`src/rtl/ro_freq_counter.sv`:
```
// ro_freq_counter: gated ring-oscillator edge counter with a one-cycle done pulse.
// The optional self-test stimulus mode is built when RO_SELFTEST_EN is defined.
module ro_freq_counter #(
   parameter int unsigned COUNT_W       = 16,
   parameter int unsigned GATE_W        = 24,
   parameter int unsigned SETTLE_CYCLES = 8
) (
   input  logic               clk,
   input  logic               rst,
   input  logic               start,
   input  logic               abort,
   input  logic [GATE_W-1:0]  gate_len,
   input  logic               ro_clk,
`ifdef RO_SELFTEST_EN
   input  logic               selftest,
`endif
   output logic               ro_en,
   output logic               ro_sel,
   output logic               busy,
   output logic               done,
   output logic [COUNT_W-1:0] count,
   output logic               overflow
);

   localparam int unsigned SET_W = (SETTLE_CYCLES > 1) ? $clog2(SETTLE_CYCLES) : 1;

   typedef enum logic [1:0] {S_IDLE, S_ARM, S_GATE, S_DONE} state_t;

   state_t             state_q, state_d;
   logic [SET_W-1:0]   set_q, set_d;
   logic [GATE_W-1:0]  gate_q, gate_d;
   logic               sync1_q, sync1_d;
   logic               sync2_q, sync2_d;
   logic               prev_q, prev_d;
   logic               edge_q, edge_d;
   logic [COUNT_W-1:0] count_q, count_d;
   logic               ovf_q, ovf_d;
   logic               ro_en_q, ro_en_d;
   logic               ro_sel_q, ro_sel_d;
   logic               busy_q, busy_d;
   logic               done_q, done_d;
`ifdef RO_SELFTEST_EN
   logic               st_q, st_d;
   logic [1:0]         ph_q, ph_d;
`endif

   // Next-state, counters, synchronizer chain and registered-output decode.
   always_comb begin
      state_d  = state_q;
      set_d    = set_q;
      gate_d   = gate_q;
      count_d  = count_q;
      ovf_d    = ovf_q;
      sync1_d  = ro_clk;
      sync2_d  = sync1_q;
      prev_d   = sync2_q;
      edge_d   = sync2_q & ~prev_q;
`ifdef RO_SELFTEST_EN
      st_d     = st_q;
      ph_d     = ph_q;
`endif

      case (state_q)
         S_IDLE: begin
            if (start) begin
               state_d = S_ARM;
               set_d   = SET_W'(SETTLE_CYCLES - 1);
               gate_d  = gate_len;
               count_d = '0;
               ovf_d   = 1'b0;
`ifdef RO_SELFTEST_EN
               st_d    = selftest;
`endif
            end
         end
         S_ARM: begin
            if (abort) begin
               state_d = S_IDLE;
            end else if (set_q == '0) begin
               state_d = (gate_q == '0) ? S_DONE : S_GATE;
            end else begin
               set_d = set_q - SET_W'(1);
            end
         end
         S_GATE: begin
            // Saturating edge count; overflow marks an edge lost at all-ones.
            if (edge_q) begin
               if (&count_q) ovf_d   = 1'b1;
               else          count_d = count_q + COUNT_W'(1);
            end
            if (abort) begin
               state_d = S_IDLE;
            end else if (gate_q == GATE_W'(1)) begin
               state_d = S_DONE;
            end else begin
               gate_d = gate_q - GATE_W'(1);
            end
         end
         S_DONE: begin
            state_d = S_IDLE;
         end
         default: begin
            state_d = S_IDLE;
         end
      endcase

      busy_d   = (state_d == S_ARM) || (state_d == S_GATE);
      done_d   = (state_d == S_DONE);
`ifdef RO_SELFTEST_EN
      // Self-test keeps the loop open and toggles ro_en every 2 cycles from the first ARM cycle.
      ph_d     = (state_q == S_IDLE) ? 2'd0 : (busy_d ? ph_q + 2'd1 : ph_q);
      ro_sel_d = ~busy_d | st_d;
      ro_en_d  = st_d & busy_d & ~ph_d[1];
`else
      ro_sel_d = ~busy_d;
      ro_en_d  = 1'b0;
`endif
   end

   // State and output registers with synchronous reset.
   always_ff @(posedge clk) begin
      if (rst) begin
         state_q  <= S_IDLE;
         set_q    <= '0;
         gate_q   <= '0;
         sync1_q  <= 1'b0;
         sync2_q  <= 1'b0;
         prev_q   <= 1'b0;
         edge_q   <= 1'b0;
         count_q  <= '0;
         ovf_q    <= 1'b0;
         ro_en_q  <= 1'b0;
         ro_sel_q <= 1'b1;
         busy_q   <= 1'b0;
         done_q   <= 1'b0;
`ifdef RO_SELFTEST_EN
         st_q     <= 1'b0;
         ph_q     <= 2'd0;
`endif
      end else begin
         state_q  <= state_d;
         set_q    <= set_d;
         gate_q   <= gate_d;
         sync1_q  <= sync1_d;
         sync2_q  <= sync2_d;
         prev_q   <= prev_d;
         edge_q   <= edge_d;
         count_q  <= count_d;
         ovf_q    <= ovf_d;
         ro_en_q  <= ro_en_d;
         ro_sel_q <= ro_sel_d;
         busy_q   <= busy_d;
         done_q   <= done_d;
`ifdef RO_SELFTEST_EN
         st_q     <= st_d;
         ph_q     <= ph_d;
`endif
      end
   end

   assign ro_en    = ro_en_q;
   assign ro_sel   = ro_sel_q;
   assign busy     = busy_q;
   assign done     = done_q;
   assign count    = count_q;
   assign overflow = ovf_q;

endmodule
```
`config.mk`:
```
export PLATFORM = sky130hd
export DESIGN_NAME = ro_freq_counter
export DESIGN_NICKNAME = d
export VERILOG_FILES = /design/src/rtl/ro_freq_counter.sv
export SDC_FILE = /design/constraint.sdc
export NUM_CORES = 1
export LEC_CHECK = 0
export CORE_ASPECT_RATIO = 1.75
export CORE_MARGIN = 5
export CORE_UTILIZATION = 50
export DETAILED_ROUTE_END_ITERATION = 8
export PLACE_DENSITY = 0.87
export SLEW_MARGIN = 10
export SYNTH_ARGS = -nofsm -noshare
export SYNTH_HDL_FRONTEND = slang
export SYNTH_SLANG_ARGS = --single-unit
```
`constraint.sdc`:
```
create_clock -name clk -period 4 [get_ports clk]
set_input_delay 0.6 -clock clk [delete_from_list [all_inputs] [get_ports clk]]
set_output_delay 0.6 -clock clk [all_outputs]
set_load 0.02 [all_outputs]
```
==> metrics.md <==
| Metric | Value |
|---|---|
| Status | finished, final reports clean |
| Vias/cell | between 6 and 7 |
| Worst-case clock buffer depth | 2 |
| Internal power | 0.782 mW |
| Initial DRC Count | ~140 |
| Number of enable flip-flop cells after synthesis | 0 |
| Layout area overhead | 18.1% |
| Critical path's slowest cell | a311o_2 |
| Cell Pwr Density | about 320 mW/mm^2 |
| CTS H-tree depth | 2 |
| DP Area | 0.00350 sq mm |
| Lkg Pwr | around 1.3 nW |
| Mapped Nets | 409 |
| Die area | approximately 0.0078 sq mm |
| CP Class | reg -> reg |
| Least-Margin Pin Slew | around 1.0 ns |
| Psw | 0.357 mW |
| WL final | between 7000 and 8000 microns |
| Slew Limit Fails | 0 |
| Vias in the first global route | about 2800 |
| First-pass GRT wire length | approximately 13000 microns |
| Max frequency | a little under 400 MHz |
| # setup viols final | 0 |
| Clock slew at reported path FFs | about 0.1 ns |
| Post-CTS sizing | 0 |
| Comb pwr share | between 20% and 30% |
| RSZ-0062 raised after global routing | false |
| # DRC | 0 |
| CTS buffer count | 5 |
| Xor/xnor share of the synthesized area | 2.30% |
| Initial Util | around 50% |
| Synthesized cell area | between 0.003 and 0.004 sq mm |
| Clock power share | between 20% and 30% |
| Hold_ws | roughly 0.43 ns |
| Largest family of logic cells by synthesized area | simple AND/OR/NAND/NOR gates |
| CP cell instances | nor4_1 -> and4_1 -> a311o_2 -> o21ai_0 -> a21oi_1 |
| Final TNS setup | 0 ns |
| Per-cell routed wire length | about 15 microns |
| Main flop type after synthesis | dfxtp_1 |
| Post-synthesis register bit count | between 50 and 60 |
| Maximum vdd drop | ~220 uV |
| Seq/Total Area, Yosys | 34.9% |
| WP data arrival | 2.81 ns |
| Netlist cell types | between 60 and 70 |
| Clk root buf | clkbuf_8 |
| Post-DP HPWL | 5480 microns |
| TritonCTS clock tree | built |
| Placed Instances | 476 |
| Max-slew headroom | 32.7% |
| Syn. warnings | 0 |
| Post-synth top area cell | dfxtp_1 |
| Synth Area in Compound Gates | around a quarter |
| Tcrit/Tclk final | between 60% and 70% |
| Worst Path Required | roughly 4.3 ns |
| Post-Route Utilization | around three fifths |
| Sequential share of power | around half |
| Die Width | 69.0 microns |
| Post-route cell area | ~0.0036 sq mm |
| Synth cell count leaders | dfxtp_1, a21oi_1, nor2_1 |
| Number of hold buffers added after cts | 0 |
| Die Span Y | ~110 microns |
| Switch share | between 30% and 40% |
| Post-synthesis adder-cell area fraction | 2.88% |
| Post-CTS Setup Inserts | 0 |
| Slowest stage delay, CP | 0.80 ns |
| IO Pins | 50 |
| Core area | 0.00593 sq mm |
| Pre-Repair DR Iteration Count | 5 |
| Detailed-route via count | 2908 |
| Hold WC Path Type | reg -> reg |
| Worst setup EP type | register |
| Clock Sink Count | 53 |
| Clock skew | 0.00778 ns |
| Std cell rows | 37 |
| Syn Inst Count | 373 |
| ANT cells | 0 |
| Layout Cells excl Fill | ~480 |
| CP max FO | 48 |
| Dominant cells by area after synthesis | dfxtp_1, a21oi_1, nor2_1, nand2_1, nor2b_1 |
| Post-synthesis mux area share | less than 1% |
| GRT Residual Overflow | 0 |
| Pin count of the biggest net entering global routing | just under 50 |
| Max Cap Viol | 0 |
| Antenna violations before repair | 0 |
| Worst-skew pair later-pin latency | 0.31 ns |
| Startpoint types | register |
| Post-synth ARST share | 0% |
| Fin nets | approximately 440 |
| Synth top area share | about a third |
| Placer congestion estimate | 0.861 |
| PortBufs | 48 |
| Total GRT Usage | between 20% and 30% |
| Most common cell in the netlist | dfxtp_1 |
| Synth Area per Inst | 8.15 sq um |
| Min Tclk post-route | around 2.6 ns |
| Antenna-violating nets left | 0 |
| Share of post-route cells with drive strength above 1 | under 10% |
| Final Hold Fails | 0 |
| Simple-Gate Fraction of Synth Area | about 28% |
## cell families (layout without fill, tap and decap cells)
logic type,Yosys count,count (layout)
AO/OA/AOI/OAI,115,115
AND/OR/NAND/NOR,152,152
other,1,1
flip-flops,53,53
XOR/XNOR,8,8
buffers and inverters,34,67
multiplexers,3,3
adder cells (fa/ha/maj),7,7
## metrics by stage
| stage | total power, mW | setup slack, ns |
|---|---|---|
| final | 1.14 | 1.44 |
| after global routing | 1.20 | 1.18 |
| after CTS | 1.15 | 1.45 |
| after detailed placement | 0.837 | 1.21 |
| after global placement | 0.829 | 1.27 |
| after floorplan | 0.767 | 1.97 |
## critical path, delay by kind of cell (launching register included)
family           cells  cell delay [ns]
AO/OA/AOI/OAI        3             1.19
AND/OR/NAND/NOR      2             0.91
flip-flops           1             0.38
## sequential cells by signal (all words and copies together) (netlist names)
name	cells
gate_q	24
count	16
set_q	3
state_q	2
busy	1
done	1
edge_q	1
overflow	1
prev_d	1
prev_q	1
ro_sel	1
sync1_q	1
## path summary, 6_finish.rpt
path                                 start        end  slack, ns  cells past startpoint
worst min-delay path                prev_q     edge_q       0.43                      1
worst min register to register      prev_q     edge_q       0.43                      1
worst max register to register  gate_q[16]  gate_q[2]       1.44                      5
worst max-delay path            gate_q[16]  gate_q[2]       1.44                      5
## final cells by class
cell class | count | area, sq um
Tap cell | 78 | 97.6
Sequential cell | 53 | 1060
Fill cell | 573 | 2330
Clock buffer | 5 | 68.8
Clock inverter | 3 | 21.3
Multi-Input combinational cell | 286 | 1810
Timing Repair Buffer | 50 | 495
Inverter | 9 | 33.8
## per-layer routing
metal	vias to the layer above	GRT usage (%)	wire, microns
met5	-	0	0
met4	0	10.2	269
met3	23	3.38	346
met2	103	36.9	4170
met1	1356	21.6	2680
li1	1426	-	-
## power by group through the flow
stage / Sequential (mW) / Combinational (mW) / Clock [mW]
final: 0.579 / 0.247 / 0.313
after global routing: 0.584 / 0.274 / 0.343
after CTS: 0.579 / 0.247 / 0.320
after detailed placement: 0.591 / 0.246 / 0
after global placement: 0.590 / 0.239 / 0
after floorplan: 0.585 / 0.183 / 0
## placed cells by master (no fill, tap or decap), types with 7 or more instances in the layout
cell,netlist,routed
nand3_1,9,9
xor2_1,7,7
nor3_1,10,10
clkdlybuf4s50_1,0,48
nor2_1,34,34
o211ai_1,7,7
inv_1,9,9
nand2b_1,7,7
o21ai_0,14,14
o21ai_2,7,7
ha_1,7,7
nand2_1,27,27
or4_1,8,8
nor4_1,8,8
a21oi_1,39,39
nor2b_1,15,15
dfxtp_1,53,53
Power figures use the tool's default switching activity.
